[config.mk]
export PLATFORM = sky130hd
export DESIGN_NAME = contador_mmss_param_flat
export DESIGN_NICKNAME = d
export VERILOG_FILES = /design/src/rtl/contador_mmss_param_pkg.sv /design/src/rtl/contador_mmss_param_if.sv /design/src/rtl/contador_mmss_param_bcd_digit_cell.sv /design/src/rtl/contador_mmss_param.sv /design/src/flat_wrapper.sv
export SDC_FILE = /design/constraint.sdc
export NUM_CORES = 1
export LEC_CHECK = 0
export ABC_CLOCK_PERIOD_IN_PS = 17500
export CAP_MARGIN = 20
export CORE_ASPECT_RATIO = 0.8
export CORE_MARGIN = 2
export CORE_UTILIZATION = 42
export DETAILED_ROUTE_END_ITERATION = 8
export SLEW_MARGIN = 30
export SYNTH_ARGS = -nofsm -noshare
export SYNTH_HDL_FRONTEND = slang
export SYNTH_SLANG_ARGS = --single-unit
[constraint.sdc]
create_clock -name clk -period 17.5 [get_ports clk]
set_clock_uncertainty 0.05 [all_clocks]
set_input_delay 1.75 -clock clk [delete_from_list [all_inputs] [get_ports clk]]
set_output_delay 1.75 -clock clk [all_outputs]
set_load 0.02 [all_outputs]
[src/rtl/contador_mmss_param_pkg.sv]
// Shared types and constants for the parametrised mm:ss countdown timer.
package contador_mmss_param_pkg;

    localparam int unsigned DIG_W         = 4;
    localparam int unsigned DIG_MAX_UNITS = 9;
    localparam int unsigned DIG_MAX_TENS  = 5;

    typedef enum logic [1:0] {
        ST_SET   = 2'd0,
        ST_RUN   = 2'd1,
        ST_PAUSE = 2'd2
    } state_t;

    // Datapath operation selected by the priority decoder for this cycle.
    typedef enum logic [2:0] {
        OP_NONE  = 3'd0,
        OP_CLEAR = 3'd1,
        OP_SHIFT = 3'd2,
        OP_NORM  = 3'd3,
        OP_ADD   = 3'd4,
        OP_DEC   = 3'd5
    } op_t;

endpackage

[src/rtl/contador_mmss_param_if.sv]
// Keypad/control strobes in, BCD count and status out.
interface contador_mmss_param_if
    import contador_mmss_param_pkg::*;
#(
    parameter int unsigned MIN_DIGITS = 2
);
    localparam int unsigned NDIG = MIN_DIGITS + 2;

    logic [DIG_W-1:0]      data;
    logic                  key_valid;
    logic                  start;
    logic                  stop;
    logic                  add;
    logic                  tick;
    logic [DIG_W*NDIG-1:0] count;
    logic                  running;
    logic                  paused;
    logic                  zero;
    logic                  done;

    modport master (
        output data, key_valid, start, stop, add, tick,
        input  count, running, paused, zero, done
    );

    modport slave (
        input  data, key_valid, start, stop, add, tick,
        output count, running, paused, zero, done
    );

endinterface

[src/rtl/contador_mmss_param_bcd_digit_cell.sv]
// One BCD digit register with load, borrow-chained decrement and carry-chained add.
module bcd_digit_cell
    import contador_mmss_param_pkg::*;
#(
    parameter int unsigned MODMAX = DIG_MAX_UNITS
) (
    input  logic             clk,
    input  logic             clear,
    input  logic             wr_en,
    input  logic [DIG_W-1:0] wr_val,
    input  logic             dec_en,
    input  logic             bin,
    output logic             bout,
    input  logic             add_en,
    input  logic [DIG_W-1:0] addend,
    input  logic             cin,
    output logic             cout,
    output logic [DIG_W-1:0] q
);
    localparam int unsigned SUM_W = DIG_W + 1;

    logic [SUM_W-1:0] sum;
    logic [DIG_W-1:0] add_val;
    logic [DIG_W-1:0] dec_val;

    // Add/decrement results and chain outputs, independent of the enables.
    always_comb begin
        sum     = SUM_W'(q) + SUM_W'(addend) + SUM_W'(cin);
        cout    = (sum > SUM_W'(MODMAX));
        add_val = cout ? DIG_W'(sum - SUM_W'(MODMAX + 1)) : DIG_W'(sum);
        bout    = bin && (q == '0);
        dec_val = (q == '0) ? DIG_W'(MODMAX) : q - DIG_W'(1);
    end

    // Digit register; a direct load overrides arithmetic.
    always_ff @(posedge clk or posedge clear) begin
        if (clear) begin
            q <= '0;
        end else if (wr_en) begin
            q <= wr_val;
        end else if (add_en) begin
            q <= add_val;
        end else if (dec_en && bin) begin
            q <= dec_val;
        end
    end

endmodule

[src/rtl/contador_mmss_param.sv]
// Microwave mm:ss countdown timer: keypad entry, start/pause/cancel, +N s quick key.
module contador_mmss_param
    import contador_mmss_param_pkg::*;
#(
    parameter int unsigned MIN_DIGITS  = 2,
    parameter int unsigned ADD_SECONDS = 30
) (
    input  logic clk,
    input  logic clear,
    contador_mmss_param_if.slave bus
);
    localparam int unsigned NDIG  = MIN_DIGITS + 2;
    localparam int unsigned CNT_W = DIG_W * NDIG;
    localparam logic [DIG_W-1:0] ADD_TENS = DIG_W'(ADD_SECONDS / 10);

    state_t state, state_next;
    op_t    op;
    logic   with_add;
    logic   done_next;
    logic   running_q, paused_q, done_q;

    logic [DIG_W-1:0] q       [NDIG];
    logic [DIG_W-1:0] wr_val  [NDIG];
    logic [DIG_W-1:0] addend  [NDIG];
    logic [NDIG-1:0]  wr_en;
    logic [NDIG-1:0]  add_en;
    logic [NDIG-1:0]  bin;
    logic [NDIG-1:0]  bout;
    logic [NDIG-1:0]  cin;
    logic [NDIG-1:0]  cout;
    logic             dec_en;
    logic [CNT_W-1:0] count_w;
    logic             zero_c;
    logic [DIG_W:0]   tens_sum;
    logic [1:0]       norm_carry;
    logic [DIG_W-1:0] tens_norm;
    logic             sat;

    // Digit cells: [0] seconds units, [1] seconds tens, [2..] minutes.
    for (genvar i = 0; i < NDIG; i++) begin : g_dig
        localparam int unsigned MM = (i == 1) ? DIG_MAX_TENS : DIG_MAX_UNITS;

        bcd_digit_cell #(.MODMAX(MM)) u_cell (
            .clk    (clk),
            .clear  (clear),
            .wr_en  (wr_en[i]),
            .wr_val (wr_val[i]),
            .dec_en (dec_en),
            .bin    (bin[i]),
            .bout   (bout[i]),
            .add_en (add_en[i]),
            .addend (addend[i]),
            .cin    (cin[i]),
            .cout   (cout[i]),
            .q      (q[i])
        );

        assign count_w[i*DIG_W +: DIG_W] = q[i];

        if (i == 0) begin : g_lsd
            assign bin[i] = 1'b1;
            assign cin[i] = 1'b0;
        end else if (i == 2) begin : g_min_lsd
            // In SET the tens carry comes from normalisation, not from the tens cell.
            assign bin[i] = bout[i-1];
            assign cin[i] = (op == OP_ADD) && cout[i-1];
        end else begin : g_mid
            assign bin[i] = bout[i-1];
            assign cin[i] = cout[i-1];
        end
    end

    assign zero_c      = (count_w == '0);
    assign bus.count   = count_w;
    assign bus.zero    = zero_c;
    assign bus.running = running_q;
    assign bus.paused  = paused_q;
    assign bus.done    = done_q;

    // Next state and per-cycle operation; stop > start > add > tick > key_valid.
    always_comb begin
        state_next = state;
        op         = OP_NONE;
        with_add   = 1'b0;
        done_next  = 1'b0;
        case (state)
            ST_SET: begin
                if (bus.stop) begin
                    op = OP_CLEAR;
                end else if (bus.start) begin
                    if (!zero_c) begin
                        op         = OP_NORM;
                        state_next = ST_RUN;
                    end
                end else if (bus.add) begin
                    op         = OP_NORM;
                    with_add   = 1'b1;
                    state_next = ST_RUN;
                end else if (bus.key_valid && (bus.data <= DIG_W'(DIG_MAX_UNITS))) begin
                    op = OP_SHIFT;
                end
            end
            ST_RUN: begin
                if (bus.stop) begin
                    state_next = ST_PAUSE;
                end else if (bus.add) begin
                    op = OP_ADD;
                end else if (bus.tick) begin
                    op = OP_DEC;
                    if (count_w == CNT_W'(1)) begin
                        state_next = ST_SET;
                        done_next  = 1'b1;
                    end
                end
            end
            ST_PAUSE: begin
                if (bus.stop) begin
                    op         = OP_CLEAR;
                    state_next = ST_SET;
                end else if (bus.start) begin
                    state_next = ST_RUN;
                end else if (bus.add) begin
                    op = OP_ADD;
                end
            end
            default: begin
                state_next = ST_SET;
            end
        endcase
    end

    // Arithmetic enables: normalise (+quick add) in SET, quick add, or decrement.
    always_comb begin
        add_en = '0;
        dec_en = 1'b0;
        for (int i = 0; i < NDIG; i++) begin
            addend[i] = '0;
        end
        tens_sum = (DIG_W+1)'(q[1]) + (with_add ? (DIG_W+1)'(ADD_TENS) : '0);
        if (tens_sum >= (DIG_W+1)'(12)) begin
            norm_carry = 2'd2;
            tens_norm  = DIG_W'(tens_sum - (DIG_W+1)'(12));
        end else if (tens_sum >= (DIG_W+1)'(6)) begin
            norm_carry = 2'd1;
            tens_norm  = DIG_W'(tens_sum - (DIG_W+1)'(6));
        end else begin
            norm_carry = 2'd0;
            tens_norm  = DIG_W'(tens_sum);
        end
        case (op)
            OP_NORM: begin
                for (int i = 2; i < NDIG; i++) begin
                    add_en[i] = 1'b1;
                end
                addend[2] = DIG_W'(norm_carry);
            end
            OP_ADD: begin
                for (int i = 1; i < NDIG; i++) begin
                    add_en[i] = 1'b1;
                end
                addend[1] = ADD_TENS;
            end
            OP_DEC: begin
                // Never wrap below 00:00.
                dec_en = !bout[NDIG-1];
            end
            default: begin
            end
        endcase
    end

    // Direct digit loads: clear, keypad shift, normalised tens, or saturation.
    always_comb begin
        wr_en = '0;
        for (int i = 0; i < NDIG; i++) begin
            wr_val[i] = '0;
        end
        sat = ((op == OP_NORM) || (op == OP_ADD)) && cout[NDIG-1];
        if (sat) begin
            wr_en = '1;
            for (int i = 0; i < NDIG; i++) begin
                wr_val[i] = (i == 1) ? DIG_W'(DIG_MAX_TENS) : DIG_W'(DIG_MAX_UNITS);
            end
        end else begin
            case (op)
                OP_CLEAR: begin
                    wr_en = '1;
                end
                OP_SHIFT: begin
                    wr_en     = '1;
                    wr_val[0] = bus.data;
                    for (int i = 1; i < NDIG; i++) begin
                        wr_val[i] = q[i-1];
                    end
                end
                OP_NORM: begin
                    wr_en[1]  = 1'b1;
                    wr_val[1] = tens_norm;
                end
                default: begin
                end
            endcase
        end
    end

    // State register plus registered status outputs.
    always_ff @(posedge clk or posedge clear) begin
        if (clear) begin
            state     <= ST_SET;
            running_q <= 1'b0;
            paused_q  <= 1'b0;
            done_q    <= 1'b0;
        end else begin
            state     <= state_next;
            running_q <= (state_next == ST_RUN);
            paused_q  <= (state_next == ST_PAUSE);
            done_q    <= done_next;
        end
    end

endmodule

[src/flat_wrapper.sv]
// flat-port wrapper written by rule: the top's interface ports become plain ports
module contador_mmss_param_flat import contador_mmss_param_pkg::*;
#(
    parameter int unsigned MIN_DIGITS  = 2,
    parameter int unsigned ADD_SECONDS = 30
)
  (clk, clear, bus_data, bus_key_valid, bus_start, bus_stop, bus_add, bus_tick, bus_count, bus_running, bus_paused, bus_zero, bus_done);
  contador_mmss_param_if #(.MIN_DIGITS(MIN_DIGITS)) bus_i ();
  input  logic clk;
  input  logic clear;
  input wire logic [$bits(bus_i.data)-1:0] bus_data;
  input wire logic [$bits(bus_i.key_valid)-1:0] bus_key_valid;
  input wire logic [$bits(bus_i.start)-1:0] bus_start;
  input wire logic [$bits(bus_i.stop)-1:0] bus_stop;
  input wire logic [$bits(bus_i.add)-1:0] bus_add;
  input wire logic [$bits(bus_i.tick)-1:0] bus_tick;
  output wire logic [$bits(bus_i.count)-1:0] bus_count;
  output wire logic [$bits(bus_i.running)-1:0] bus_running;
  output wire logic [$bits(bus_i.paused)-1:0] bus_paused;
  output wire logic [$bits(bus_i.zero)-1:0] bus_zero;
  output wire logic [$bits(bus_i.done)-1:0] bus_done;
  assign bus_i.data = bus_data;
  assign bus_i.key_valid = bus_key_valid;
  assign bus_i.start = bus_start;
  assign bus_i.stop = bus_stop;
  assign bus_i.add = bus_add;
  assign bus_i.tick = bus_tick;
  assign bus_count = bus_i.count;
  assign bus_running = bus_i.running;
  assign bus_paused = bus_i.paused;
  assign bus_zero = bus_i.zero;
  assign bus_done = bus_i.done;
  contador_mmss_param #(.MIN_DIGITS(MIN_DIGITS), .ADD_SECONDS(ADD_SECONDS)) u_core (.clk(clk), .clear(clear), .bus(bus_i));
endmodule
# == Word level (Yosys, flattened, before mapping) ==
# Index checks and enable logic that the tools add are counted.
# op_classes
order_cmp,7
n_addsub,15
n_eq_ne,10
muxes,68
reduce_logical,24
# ops
operator,n
4-bit 2-to-1 mux,22
2-bit 2-to-1 mux,18
3-bit 2-to-1 mux,9
16-bit by 1-bit equality test with 1-bit output (second input constant),1
16-bit logical NOT,1
4-bit logical NOT,4
16-bit 2-to-1 mux,1
4-bit by 1-bit subtractor with 4-bit output (second input constant),4
4-bit by 2-bit adder with 5-bit output,3
1-bit 2-to-1 mux,14
4-bit subtractor (second input constant),3
5-bit by 1-bit adder with 5-bit output,2
5-bit by 4-bit > comparator with 1-bit output (second input constant),2
1-bit logical AND,9
3-bit one-hot mux with 3 select lines,1
3-bit nonzero test,3
8-bit 2-to-1 mux,1
4-bit one-hot mux with 2 select lines,1
4-bit by 3-bit subtractor with 4-bit output (second input constant),2
3-bit by 2-bit equality test with 1-bit output (second input constant),2
3-bit equality test (second input constant),2
2-bit one-hot mux with 3 select lines,1
4-bit by 1-bit adder with 5-bit output,1
5-bit by 3-bit >= comparator with 1-bit output (second input constant),1
other kinds (13),16
# totals
elab_cells,132
input_bits,11
out_inout_bits,20
regBits,21

# == Longest topological paths before layout ==
# logic_depth
word_depth,20
ltp_mapped,34
depth_no_buf,32

# == Modules after synthesis ==
# Synthesis repeated with hierarchy kept, for this count alone.
# hier_totals
cells_unflattened,397
hier_area_um2,3166.8
# modules_own_cells
mod,cells_per_inst,instances,area_per_inst_um2,seq_area_each_um2
bcd_digit_cell (u_core.g_dig[0].u_cell ...),64,3,539.3,100.1
contador_mmss_param,135,1,1011.0,125.1
bcd_digit_cell (u_core.g_dig[1].u_cell),70,1,538.0,100.1

# == Worst setup path after synthesis ==
# Ideal clock, no wire load.
# synth_timing
path_kind,input -> register
from,input port bus_start
to,register u_core.g_dig[2].u_cell.q[2]
path_buffers,2
cell_stages,34
setup_time_ns,0.082
arrival_ns,8.317
required_time_ns,17.368
path_slack_ns,9.051
cell_sequence,clkbuf_1 > nor3b_1 > o21ai_1 > inv_1 > buf_2 > fa_1 > inv_1 > fa_1 > inv_1 > ha_1 > a21oi_1 > a31o_2 > o21ai_0 > nand2_1 > fa_1 > inv_1 > fa_1 > inv_1 > ha_1 > a21boi_0 > a21o_1 > o21ai_0 > nand2_1 > o31ai_1 > ha_1 > ha_1 > xnor2_1 > ha_1 > a21boi_0 > o31a_1 > a21oi_2 > a311oi_1 > o31ai_1 > a31oi_1
# synth_between
elab_chain_len,17
elab_cells_between_ends,46
classes_between,7 x add/sub; 5 x order compare; 5 x eq/ne; 22 x mux; 7 x reduce/logical
# synth_rtl
element,line,source
"start, declared",flat_wrapper.sv:13,input wire logic [$bits(bus_i.start)-1:0] bus_start;
"parallel branches: the longest is 17 deep, another holds 4-bit by 2-bit adder with 5-bit output",n/a,
"end signal, assigned",contador_mmss_param_bcd_digit_cell.sv:40,q <= wr_val;
"end signal, assigned",contador_mmss_param_bcd_digit_cell.sv:42,q <= add_val;
"end signal, assigned",contador_mmss_param_bcd_digit_cell.sv:44,q <= dec_val;
"end, declared",contador_mmss_param_bcd_digit_cell.sv:18,output logic [DIG_W-1:0] q
# Parallel ways; which one is timed is not known.
# A chain may end at the register's enable or synchronous reset.

# == Worst setup path after layout ==
# Same ends and word-level chain as after synthesis.

==> summary by stage <==
Outcome
The flow ran to the end, and the final reports show no timing, DRC or antenna violations.

Floorplanning
The number of primary I/O pins is 31. Measured along the y axis, the die boundary spans 73.06 um. From left edge to right edge, the die measures 90.32 um.

The effective utilization at floorplan is 0.4280. The placeable core region is 5849 sq um. The die outline area is 6598 sq um.

The initialized floorplan defines 25 standard-cell rows.

Critical path
Among the stages of the critical path, the cell type that occurs most often is ha_1. The kind of critical path is in -> reg. The worst stage delay on the critical path is 0.67 ns.

The largest driver fanout on the critical path is 12. The critical path required time is 17.65 ns. The capturing instance or port of the critical path is u_core.g_dig[2].u_cell.q[2]$_DFFE_PP0P_. The type of destination of the critical path is a flop. The setup check on the worst reg-to-reg path leaves a slack of 9.13 ns. Among all stages on the critical path, the largest delay is contributed by clkdlybuf4s50_1. At the worst endpoint, the arrival time is 10.03 ns.

In this run the critical register-to-register path is captured at u_core.g_dig[2].u_cell.q[2]$_DFFE_PP0P_. The startpoint identified for the worst register-to-register timing path is u_core.state[0]$_DFF_PP0_. The origin of the worst setup path is bus_start. The sort of element at the start of the critical path is a primary input. The worst register-to-register path has a depth of 31.

Place
The total half-perimeter wirelength after legalization and detailed placement is 5062 um. Routability-driven placement finished with a final weighted congestion of 0.8122. The number of input and output port buffers inserted is 30. After detailed placement, the total cell area comes to 2814 sq um. The number of placed instances, taps included, is 418.

Logic synthesis
Ranked by total cell area, the synthesized netlist is headed by dfrtp_1 (21%), ha_1 (7.5%), nor2_1 (5.2%). Of all cell types, the one taking the most synthesized area is dfrtp_1. The most used flip-flop cell after synthesis is dfrtp_1. During synthesis, Yosys emitted a total of 0 warnings. The number of enable-type register cells in the synthesized netlist is 0. The average instance in the mapped netlist occupies 7.680 sq um.

The register bit count reported by yosys is 21. The share of the Yosys chip area taken by registers is 0.2099. Of the post-synthesis cell area, the dominant cell type holds 0.2099. The net count of the mapped netlist is 357.

The number of cells produced by synthesis is 326. The combined area of all synthesized cells is 2504 sq um. The share of synthesized flip-flops with an asynchronous set or reset is 1.000. The number of distinct library cell variants in the gate-level netlist after synthesis is 69.

Routing
The DRC violation count after routing is 0. Dividing the detail-routed via count by the number of cells gives 5.945. The detail route stage leaves a number of antenna-violating nets equal to 0. The detailed-router iteration count before antenna repair is 5. Across all layers, the routed design uses 2509 vias. The total wire length is 6914 um.

For this block, the initial DRC count from the detailed router was 162. In the final routed layout, each cell accounts on average for 16.38 um.

Clocking
The count of hold-fix buffers inserted at cts is 0. For the worst-skew pair, the clock arrives at the later sink with an insertion delay of 0.27 ns. The number of buffers added for setup after CTS is 0. The TritonCTS clock tree is yes. In this run, post-CTS repair resized a total of 0 instances. The CTS sink count is 21. CTS built an H-tree with a depth of 1. In this run the clock root is driven by a clkbuf_8.

The number of buffers created by CTS is 3. After clock tree synthesis, the clock-pin slew on the worst setup and hold paths is 0.09 ns. In this run the deepest clock path goes through 2 buffers.

Final layout
0 antenna diodes ended up in the layout. The fraction of final layout cells with drive strength greater than 1 is 0.06452. The net count of the finished layout is 373. Relative to the synthesized area, the layout overhead comes to 14.19%. After the flow finishes, the layout carries non-filler instances totaling 422. The finished cells cover 2859 sq um. For this run, the share of the core covered by cells in the final layout is 0.4888.

Timing
The minimum clock period after layout is 9.882 ns. For the final routed database, the setup TNS stands at 0 ns. The upper clock frequency limit is 0.1012 GHz. The final max-slew violation count was 0. Measured against its own limit, the worst slew margin works out to 0.4250. In the finished design, the share of the clock period the worst path needs comes to 0.5647. The transition time at the pin with the least slew margin is 0.8593 ns.

The number of hold violations in the final report is 0. Setup violations remaining at the end of the flow were counted as 0. Setup repair after global routing left no endpoint under its margin.

Flow run
The number of maximum-capacitance constraint violations is 0.

Power
In this run the static leakage power is 1.146 nW. The total power after layout is 0.4624 mW. Dividing total power by cell area gives a power density of 161.7 nW/um^2. The peak supply drop is 0.00004908 V.

GRT
The number of global-route vias before repair came to 2264. The wire length of the first global-routing pass is 11630 um. Entering global routing, the biggest net connects 22 pins. The sum of overflow across all layers after global routing is 0. The initial antenna violation count is 0. For this run, the total global-route usage over all layers was measured as 0.2177.

Min path
The worst hold path belongs to the class reg -> reg. The start point of the worst hold path is u_core.g_dig[3].u_cell.q[3]$_DFFE_PP0P_.
==> sequential cells by signal, summed over array words and instances, names as in the netlist <==
name and flops:
u_core.g_dig.u_cell.q 16, u_core.state 2, u_core.bus.done 1, u_core.bus.paused 1
u_core.bus.running 1
==> layer usage <==
layer  part of all wire  up-vias  GRT usage
li1                   -     1238          -
met1               0.50     1183     0.3212
met2               0.44       84     0.3467
met3              0.052        4    0.02169
met4             0.0068        0    0.04957
met5                  0        -          0
==> power breakdown <==
group	internal, mW	switching [mW]
Sequential	0.0643	0.0519
Clock	0.0163	0.0179
Combinational	0.140	0.173
==> cells by family (layout without fill, tap and decap cells) <==
| logic type | after synthesis | count (layout) | synth area share |
|---|---|---|---|
| AND/OR/NAND/NOR | 126 | 126 | 0.2734 |
| AO/OA/AOI/OAI | 110 | 110 | 0.2904 |
| buffers and inverters | 35 | 50 | 0.06047 |
| flip-flops | 21 | 21 | 0.2099 |
| adder cells (fa/ha/maj) | 20 | 20 | 0.1149 |
| XOR/XNOR | 10 | 10 | 0.03498 |
| multiplexers | 4 | 4 | 0.01599 |
==> cell usage in the layout, fill, tap and decap left out, types with 4 or more instances in the layout <==
cell type	count
a21oi_1	26
a31oi_1	11
and3_1	6
clkdlybuf4s50_1	30
dfrtp_1	21
fa_1	5
ha_1	15
inv_1	15
mux2i_1	4
nand2_1	20
nand2b_1	6
nand3_1	8
nor2_1	35
nor2b_1	10
nor3_1	11
o21ai_0	25
o31ai_1	5
or3_1	4
xnor2_1	6
xor2_1	4
==> synth_stat cells (3+ instances only) <==
cell and n:
a21oi_2 3, and3_1 6, dfrtp_1 21, xor2_1 4, a31oi_1 11, nand3b_1 3
a211oi_1 3, nor2_1 35, o31ai_1 5, nor3_1 11, o21ai_0 25, xnor2_1 6
nand2_1 20, fa_1 5, a21oi_1 26, ha_1 15, buf_2 4, nand2b_1 6
nand3_1 8, clkbuf_1 12, or3_1 4, nor2b_1 10, or4_4 3, mux2i_1 4
inv_1 16, nor4_1 3
==> how the worst min path moves through the flow <==
stage,endpoint,cells past startpoint
finish,u_core.g_dig[3].u_cell.q[3]$_DFFE_PP0P_,2
floorplan,u_core.bus.done$_DFF_PP0_,2
global placement,u_core.g_dig[3].u_cell.q[3]$_DFFE_PP0P_,2
CTS,u_core.g_dig[3].u_cell.q[0]$_DFFE_PP0P_,2
global route,u_core.g_dig[3].u_cell.q[0]$_DFFE_PP0P_,2
detailed placement,u_core.g_dig[3].u_cell.q[0]$_DFFE_PP0P_,2
==> metrics by stage <==
stage	setup slack, ns	hold WS, ns
floorplan	9.051	0.4983
global placement	7.770	0.6210
detailed placement	7.446	0.6225
CTS	7.676	0.6367
global route	6.875	0.7071
finish	7.618	0.6391
==> cell type report <==
cell class | count | area [sq um]
Sequential cell | 21 | 525.5
Timing Repair Buffer | 30 | 300.3
Tap cell | 81 | 101.3
Fill cell | 602 | 2990
Inverter | 16 | 60.06
Clock buffer | 4 | 45.04
Multi-Input combinational cell | 270 | 1827
==> worst max-delay path: cells and delay by family <==
family	cells	cell delay, ns
AO/OA/AOI/OAI	14	3.14
adder cells (fa/ha/maj)	9	2.88
buffers and inverters	4	1.25
XOR/XNOR	2	0.70
AND/OR/NAND/NOR	3	0.33
Power figures use the tool's default switching activity.
